File: src/rtl/rgb_channel_scheduler.sv
// rgb_channel_scheduler: three BCD intensity channels sharing one saturating
// inc/dec unit under round-robin arbitration, with direct preset loads.
module rgb_channel_scheduler #(
  parameter logic [7:0] MAX_CNT   = 8'h99,
  parameter logic [7:0] RESET_VAL = 8'h00
) (
  input  logic       CLK,
  input  logic       RST,
  input  logic [2:0] inc_in,
  input  logic [2:0] dec_in,
  input  logic       load_en,
  input  logic [1:0] load_ch,
  input  logic [7:0] load_value,
  output logic [7:0] value_r,
  output logic [7:0] value_g,
  output logic [7:0] value_b,
  output logic       upd_valid,
  output logic [1:0] upd_ch,
  output logic       upd_sat,
  output logic       overrun,
  output logic       load_err
);
  typedef enum logic [1:0] {NONE, INC, DEC} slot_t;
  slot_t      slot_q [3];
  slot_t      slot_d [3];
  logic [7:0] val_q [3];
  logic [7:0] val_d [3];
  logic [1:0] rr_q, rr_d, gnt_c;
  logic       gnt_v, grant, load_ok, ovr_d, sat, up;
  logic [7:0] cur, res;
  always_comb begin
    gnt_v = 1'b0;
    gnt_c = 2'd0;
    // walk offsets from farthest to nearest so the nearest pending channel wins
    for (int i = 2; i >= 0; i--) begin
      if (slot_q[(int'(rr_q) + i) % 3] != NONE) begin
        gnt_v = 1'b1;
        gnt_c = 2'((int'(rr_q) + i) % 3);
      end
    end
  end
  assign load_ok = load_en && load_ch != 2'd3 && load_value[7:4] <= 4'd9 &&
                   load_value[3:0] <= 4'd9 && load_value <= MAX_CNT;
  assign grant = gnt_v && !(load_ok && load_ch == gnt_c);
  assign cur   = val_q[gnt_c];
  assign up    = slot_q[gnt_c] == INC;
  assign sat   = up ? cur == MAX_CNT : cur == 8'h00;
  assign res   = sat ? cur :
                 up  ? (cur[3:0] == 4'd9 ? {cur[7:4] + 4'd1, 4'd0} : {cur[7:4], cur[3:0] + 4'd1}) :
                       (cur[3:0] == 4'd0 ? {cur[7:4] - 4'd1, 4'd9} : {cur[7:4], cur[3:0] - 4'd1});
  assign rr_d  = grant ? (gnt_c == 2'd2 ? 2'd0 : gnt_c + 2'd1) : rr_q;
  always_comb begin
    ovr_d = 1'b0;
    for (int c = 0; c < 3; c++) begin
      slot_t base, pd;
      base      = (grant && gnt_c == 2'(c)) ? NONE : slot_q[c];
      pd        = inc_in[c] ? INC : DEC;
      val_d[c]  = (grant && gnt_c == 2'(c)) ? res : val_q[c];
      slot_d[c] = base;
      if (load_ok && load_ch == 2'(c)) begin
        slot_d[c] = NONE;
        val_d[c]  = load_value;
      end else if (inc_in[c] ^ dec_in[c]) begin
        slot_d[c] = base == NONE ? pd : base == pd ? base : NONE;
        ovr_d     = ovr_d | (base == pd);
      end
    end
  end
  always_ff @(posedge CLK) begin
    if (RST) begin
      for (int c = 0; c < 3; c++) begin
        slot_q[c] <= NONE;
        val_q[c]  <= RESET_VAL;
      end
      rr_q      <= 2'd0;
      upd_valid <= 1'b0;
      upd_ch    <= 2'd0;
      upd_sat   <= 1'b0;
      overrun   <= 1'b0;
      load_err  <= 1'b0;
    end else begin
      for (int c = 0; c < 3; c++) begin
        slot_q[c] <= slot_d[c];
        val_q[c]  <= val_d[c];
      end
      rr_q      <= rr_d;
      upd_valid <= grant;
      upd_ch    <= grant ? gnt_c : upd_ch;
      upd_sat   <= grant & sat;
      overrun   <= ovr_d;
      load_err  <= load_en & ~load_ok;
    end
  end
  assign value_r = val_q[0];
  assign value_g = val_q[1];
  assign value_b = val_q[2];
endmodule

File: config.mk
export PLATFORM = sky130hd
export DESIGN_NAME = rgb_channel_scheduler
export DESIGN_NICKNAME = d
export VERILOG_FILES = /design/src/rtl/rgb_channel_scheduler.sv
export SDC_FILE = /design/constraint.sdc
export NUM_CORES = 1
export LEC_CHECK = 0
export CAP_MARGIN = 10
export CORE_MARGIN = 3
export CORE_UTILIZATION = 35
export DETAILED_ROUTE_END_ITERATION = 16
export PLACE_DENSITY = 0.57
export SETUP_SLACK_MARGIN = 0.2
export SYNTH_ARGS = -nofsm -noshare
export SYNTH_HDL_FRONTEND = slang
export SYNTH_SLANG_ARGS = --single-unit
File: constraint.sdc
create_clock -name CLK -period 4.4 [get_ports CLK]
set_clock_uncertainty 0.05 [all_clocks]
set_input_delay 1.1 -clock CLK [delete_from_list [all_inputs] [get_ports CLK]]
set_output_delay 1.1 -clock CLK [all_outputs]
set_load 0.005 [all_outputs]
Word level (Yosys, flattened, before mapping)
Memory sizes are Yosys's and may differ from the RTL's.
Cells that the tools add are included.
W data, S select, Z words.
- input port bits: 19
- word-level logic and storage cells: 121
- output and inout bits: 30
- bits in writable memories: 30
- memories: 2
- register bits after elaboration: 8
- memory list (name ; words ; bits a word ; rd ports ; clocked after memory_dff ; wr ports ; RTL line ; source):
    val_q ; 3 ; 8 ; 4 ; 0 ; 3 ; 26 ; logic [7:0] val_q [3];
    slot_q ; 3 ; 2 ; 7 ; 0 ; 3 ; 24 ; slot_t slot_q [3];
- div/mod/pow operators: 3
- reduce and logical (&&, ||, !) cells: 23
- add/subtract/negate cells: 7
- eq/ne operators: 12
- bitwise gates (word level): 14
- mux-type cells: 51
- magnitude comparators: 3
- operator list (cell ; number):
    $mux W8 ; 13
    $mod A32 B3 Y32 const B ; 2
    $mux W2 ; 25
    $mod A3 B3 Y32 const B ; 1
    $mux W1 ; 13
    $logic_and A1 B1 Y1 ; 12
    $logic_not A2 Y1 ; 5
    $add A4 B1 Y4 const B ; 2
    $eq A2 B2 Y1 ; 4
    $eq A8 B8 Y1 const B ; 1
    $le A4 B4 Y1 const B ; 2
    $le A8 B8 Y1 const B ; 1
    $logic_not A8 Y1 ; 1
    $or A1 B1 Y1 ; 8
    $sub A4 B1 Y4 const B ; 2
    $eq A2 B1 Y1 const B ; 3
    $reduce_bool A2 Y1 ; 3
    $eq A2 B2 Y1 const B ; 2
    $eq A4 B4 Y1 const B ; 1
    $logic_not A4 Y1 ; 1
    $add A2 B1 Y3 const B ; 1
    $add A2 B2 Y3 const B ; 1
    $xor A1 B1 Y1 ; 3
    $add A2 B1 Y2 const B ; 1
    other kinds (4) ; 5

Longest topological paths before layout
Gate-level depths: netlist (run 1).
An unclocked memory read counts as a cell.
- word-level depth: 22
- gate-level depth with buffers: 19
- mapped depth without buffers: 17

Worst setup path after synthesis (run 1)
No wires, ideal clock.
- path type: register to register
- start point: register rr_q[0]
- end point: memory val_q[0][7]
- data required time: 4.218 ns
- library setup time: 0.132 ns
- stages on the path, launching flop included: 19
- path buffers: 2
- arrival time: 3.437 ns
- clock period less this slack: 3.620 ns
- slack: 0.780 ns
- path through: dfxtp_1 > inv_1 > ha_1 > inv_1 > o31ai_1 > nand3_1 > buf_2 > buf_2 > a31o_2 > inv_1 > ha_1 > nand3_1 > mux2i_1 > o21ai_1 > or3_4 > a21o_1 > and3_1 > o21ai_1 > a21oi_1
- RTL lines (element ; RTL line ; source):
    from (decl) ; 28 ; logic [1:0] rr_q, rr_d, gnt_c;
    from (signal assigned) ; 86 ; rr_q <= rr_d;
    to (decl) ; 26 ;

==> metrics.cfg, run 1 <==
[global_route]
grt_pass1_wl_mm=16.1
antenna_found_initial=0
grt_max_degree=26
globalRouteOverflowTotal=0
grt_pass1_vias=3018
track_usage=0.206

[synth]
synthArstFlopShare=0
ys_seq_elements=38
synth_ff_type=dfxtp_1
synthCells=371
yosys.area.top_type=dfxtp_1
ys_warn_count=0
syn_area_mm2=0.00295
yosysUniqueCellTypes=70
synth.avg_cell_area_um2=7.95
yosysTopAreaCellShare=0.258
yosys-top-cells-area=dfxtp_1, a22oi_1, a21oi_1, ha_1, nor2_1
syn_nets=401
synth_edf_count=0
seq_area_frac_synth=0.258

[route]
ant_nets=0
post_drt_via_cell_ratio=5.98
num_vias=3157
wl_mm=9.95
first_iter_violations=302
drc=0
routedWlPerCell_um=18.8
drtPass1Iterations=5

[place]
io_buffers=48
dp.cells=520
hpwl_mm=7.32
dpl-instance-area_mm2=0.00360
gp_congestion=0.964

[die]
dieArea_mm2=0.00956
io_pins=49
start_util=0.370
die_h_um=97.8
fp-row-count=32
fp.dieW_um=97.8
coreArea_mm2=0.00797

[cells_and_area]
finalNonFillerCells=528
seq_area_um2=761
antennaDiodeCount=0
synthToLayoutAreaGrowth_pct=25.4
fill_cells=771
final_cell_area_mm2=0.00370
multi_input_area_mm2=0.00203
fin_nets=455
drive_above_1_share=0.141

[clock_tree]
path_clk_slew_ns=0.09
holdBufCountCts=0
cts_resized=0
cts_setup_buffers=0
cts_tree=yes
htreeDepth=2
numCtsBuffers=5
root_buffer=clkbuf_8
clk_latency_ns=0.30
clock_path_buffers=2
clock_sinks=38

[sta]
fin_crit_sh=0.877
worstMarginPinSlew_ns=0.833
hold_violations=0
setup_viol=0
rsz0062_at_grt=no
timing.hold.ws_ns=0.453
fin_crit_ns=3.86
fmax_ghz=0.259
setup_tns_ns=0
relSlewSlack=0.442
finalMaxSlewViolations=0

[setup_path]
crit_required_ns=4.50
endpoint_kind=register
startpoint=rr_q[0]
crit_type=register to register
r2r-start=rr_q[0]
r2r_cells=14
crit_arrival_ns=3.96
worst_setup_path_start_kind=register
path_max_fanout=13

[power_and_ir_drop]
leakagePower_nw=1.31
max-vdd-ir-drop_v=0.000272
finalPower_w=0.00317
p_per_area_mw_per_mm2=857

[worst_hold_path]
min-delay-start=upd_ch[1]
hold_class=register to register
hold_depth=2

[status]
status=complete, no violations

[run]
cap_violations=0

[worst max-delay path: stages (launching register included)]
cell	delay [ns]
dfxtp_1	0.34
inv_1	0.08
ha_1	0.20
or3b_1	0.37
a211o_1	0.37
buf_4	0.19
and4b_1	0.20
a21oi_2	0.15
a31oi_2	0.31
or2_2	0.40
o32ai_1	0.32
a211o_1	0.19
nor3b_2	0.06
a211oi_2	0.28
o221ai_1	0.18
[Yosys cell counts, types with 7 or more instances]
master,count
ha_1,11
a22oi_1,24
inv_1,15
a21oi_2,7
nand2_1,22
nand2b_1,8
dfxtp_1,38
o21ai_0,12
nor3_1,13
nor2_1,31
buf_2,8
nand3_1,12
clkbuf_1,9
o21ai_1,10
a21oi_1,33
[cell type report]
| type | count | share of cell area |
|---|---|---|
| timing repair buffer | 67 | 0.169 |
| clock inverter | 2 | 0.00338 |
| clock buffer | 6 | 0.0223 |
| inverter | 15 | 0.0152 |
| sequential | 38 | 0.206 |
| tap | 102 | 0.0345 |
| multi-input combinational | 298 | 0.550 |
[cells in the final DEF (no fill, tap or decap), types with 3 or more instances in the layout]
| master | n |
|---|---|
| or3_1 | 4 |
| nor3b_1 | 6 |
| inv_1 | 15 |
| ha_1 | 11 |
| a22oi_1 | 24 |
| nor2b_1 | 5 |
| clkbuf_8 | 6 |
| mux2i_1 | 6 |
| o22ai_1 | 4 |
| a211o_1 | 6 |
| and3_1 | 3 |
| a21oi_2 | 7 |
| a31oi_2 | 3 |
| nand2b_1 | 8 |
| nand4_1 | 3 |
| a31oi_1 | 6 |
| buf_4 | 19 |
| nand2_1 | 22 |
| dfxtp_1 | 38 |
| a211oi_1 | 3 |
| nor2_1 | 31 |
| clkdlybuf4s50_1 | 48 |
| o31ai_1 | 3 |
| a21o_1 | 3 |
| nand3_1 | 12 |
| o21ai_1 | 10 |
| o211ai_1 | 6 |
| a31o_2 | 3 |
| a21oi_1 | 33 |
| a2bb2oi_1 | 4 |
| o21ai_0 | 12 |
| nor3_1 | 13 |
[flip-flops by register name (all words and copies together) (netlist names)]
| register | count |
|---|---|
| slot_q | 6 |
| upd_valid | 1 |
| upd_sat | 1 |
| rr_q | 2 |
| upd_ch | 2 |
| overrun | 1 |
| load_err | 1 |
| val_q | 24 |
[metrics by stage]
stage,utilization,setup WS [ns]
final,0.464,0.541
after global routing,0.464,0.216
after CTS,0.464,0.564
after detailed placement,0.452,0.478
after global placement,0.452,0.491
after floorplan,-,0.780
[power breakdown]
part | internal (W) | switching (W) | total, W
Sequential | 0.000452 | 0.000117 | 0.000569
Clock | 0.000126 | 0.000141 | 0.000267
Combinational | 0.000940 | 0.00139 | 0.00233
Total | 0.00152 | 0.00165 | 0.00317
[layer usage]
metal	vias up	share of wire	track usage
li1	1524	-	-
met1	1467	0.47	0.288
met2	147	0.42	0.305
met3	19	0.091	0.0586
met4	0	0.021	0.0692
met5	-	0	0
[cells by family after synthesis]
kind of cell,after synthesis,share of synthesized area
flops,38,0.258
xor+xnor,3,0.00891
mux,8,0.0280
buf+inv,35,0.0543
fa+ha+maj,11,0.0467
compound gates,147,0.359
simple gates,129,0.245
[final timing paths]
path              slack, ns           to
hold reg to reg        0.45    upd_ch[1]
setup reg to reg       0.54  val_q[1][3]
setup / recovery       0.54  val_q[1][3]
hold / removal         0.45    upd_ch[1]
No activity file was read; power rests on OpenSTA's default activity.
==> run 2, diff against run 1 <==
--- a/config.mk
+++ b/config.mk
@@ -8,6 +8,7 @@
 export CAP_MARGIN = 10
 export CORE_MARGIN = 3
 export CORE_UTILIZATION = 35
+export CTS_CLUSTER_SIZE = 25
 export DETAILED_ROUTE_END_ITERATION = 16
 export PLACE_DENSITY = 0.57
 export SETUP_SLACK_MARGIN = 0.2
==> results of run 2 <==
Final layout, timing and power as in run 1 (identical DEF).
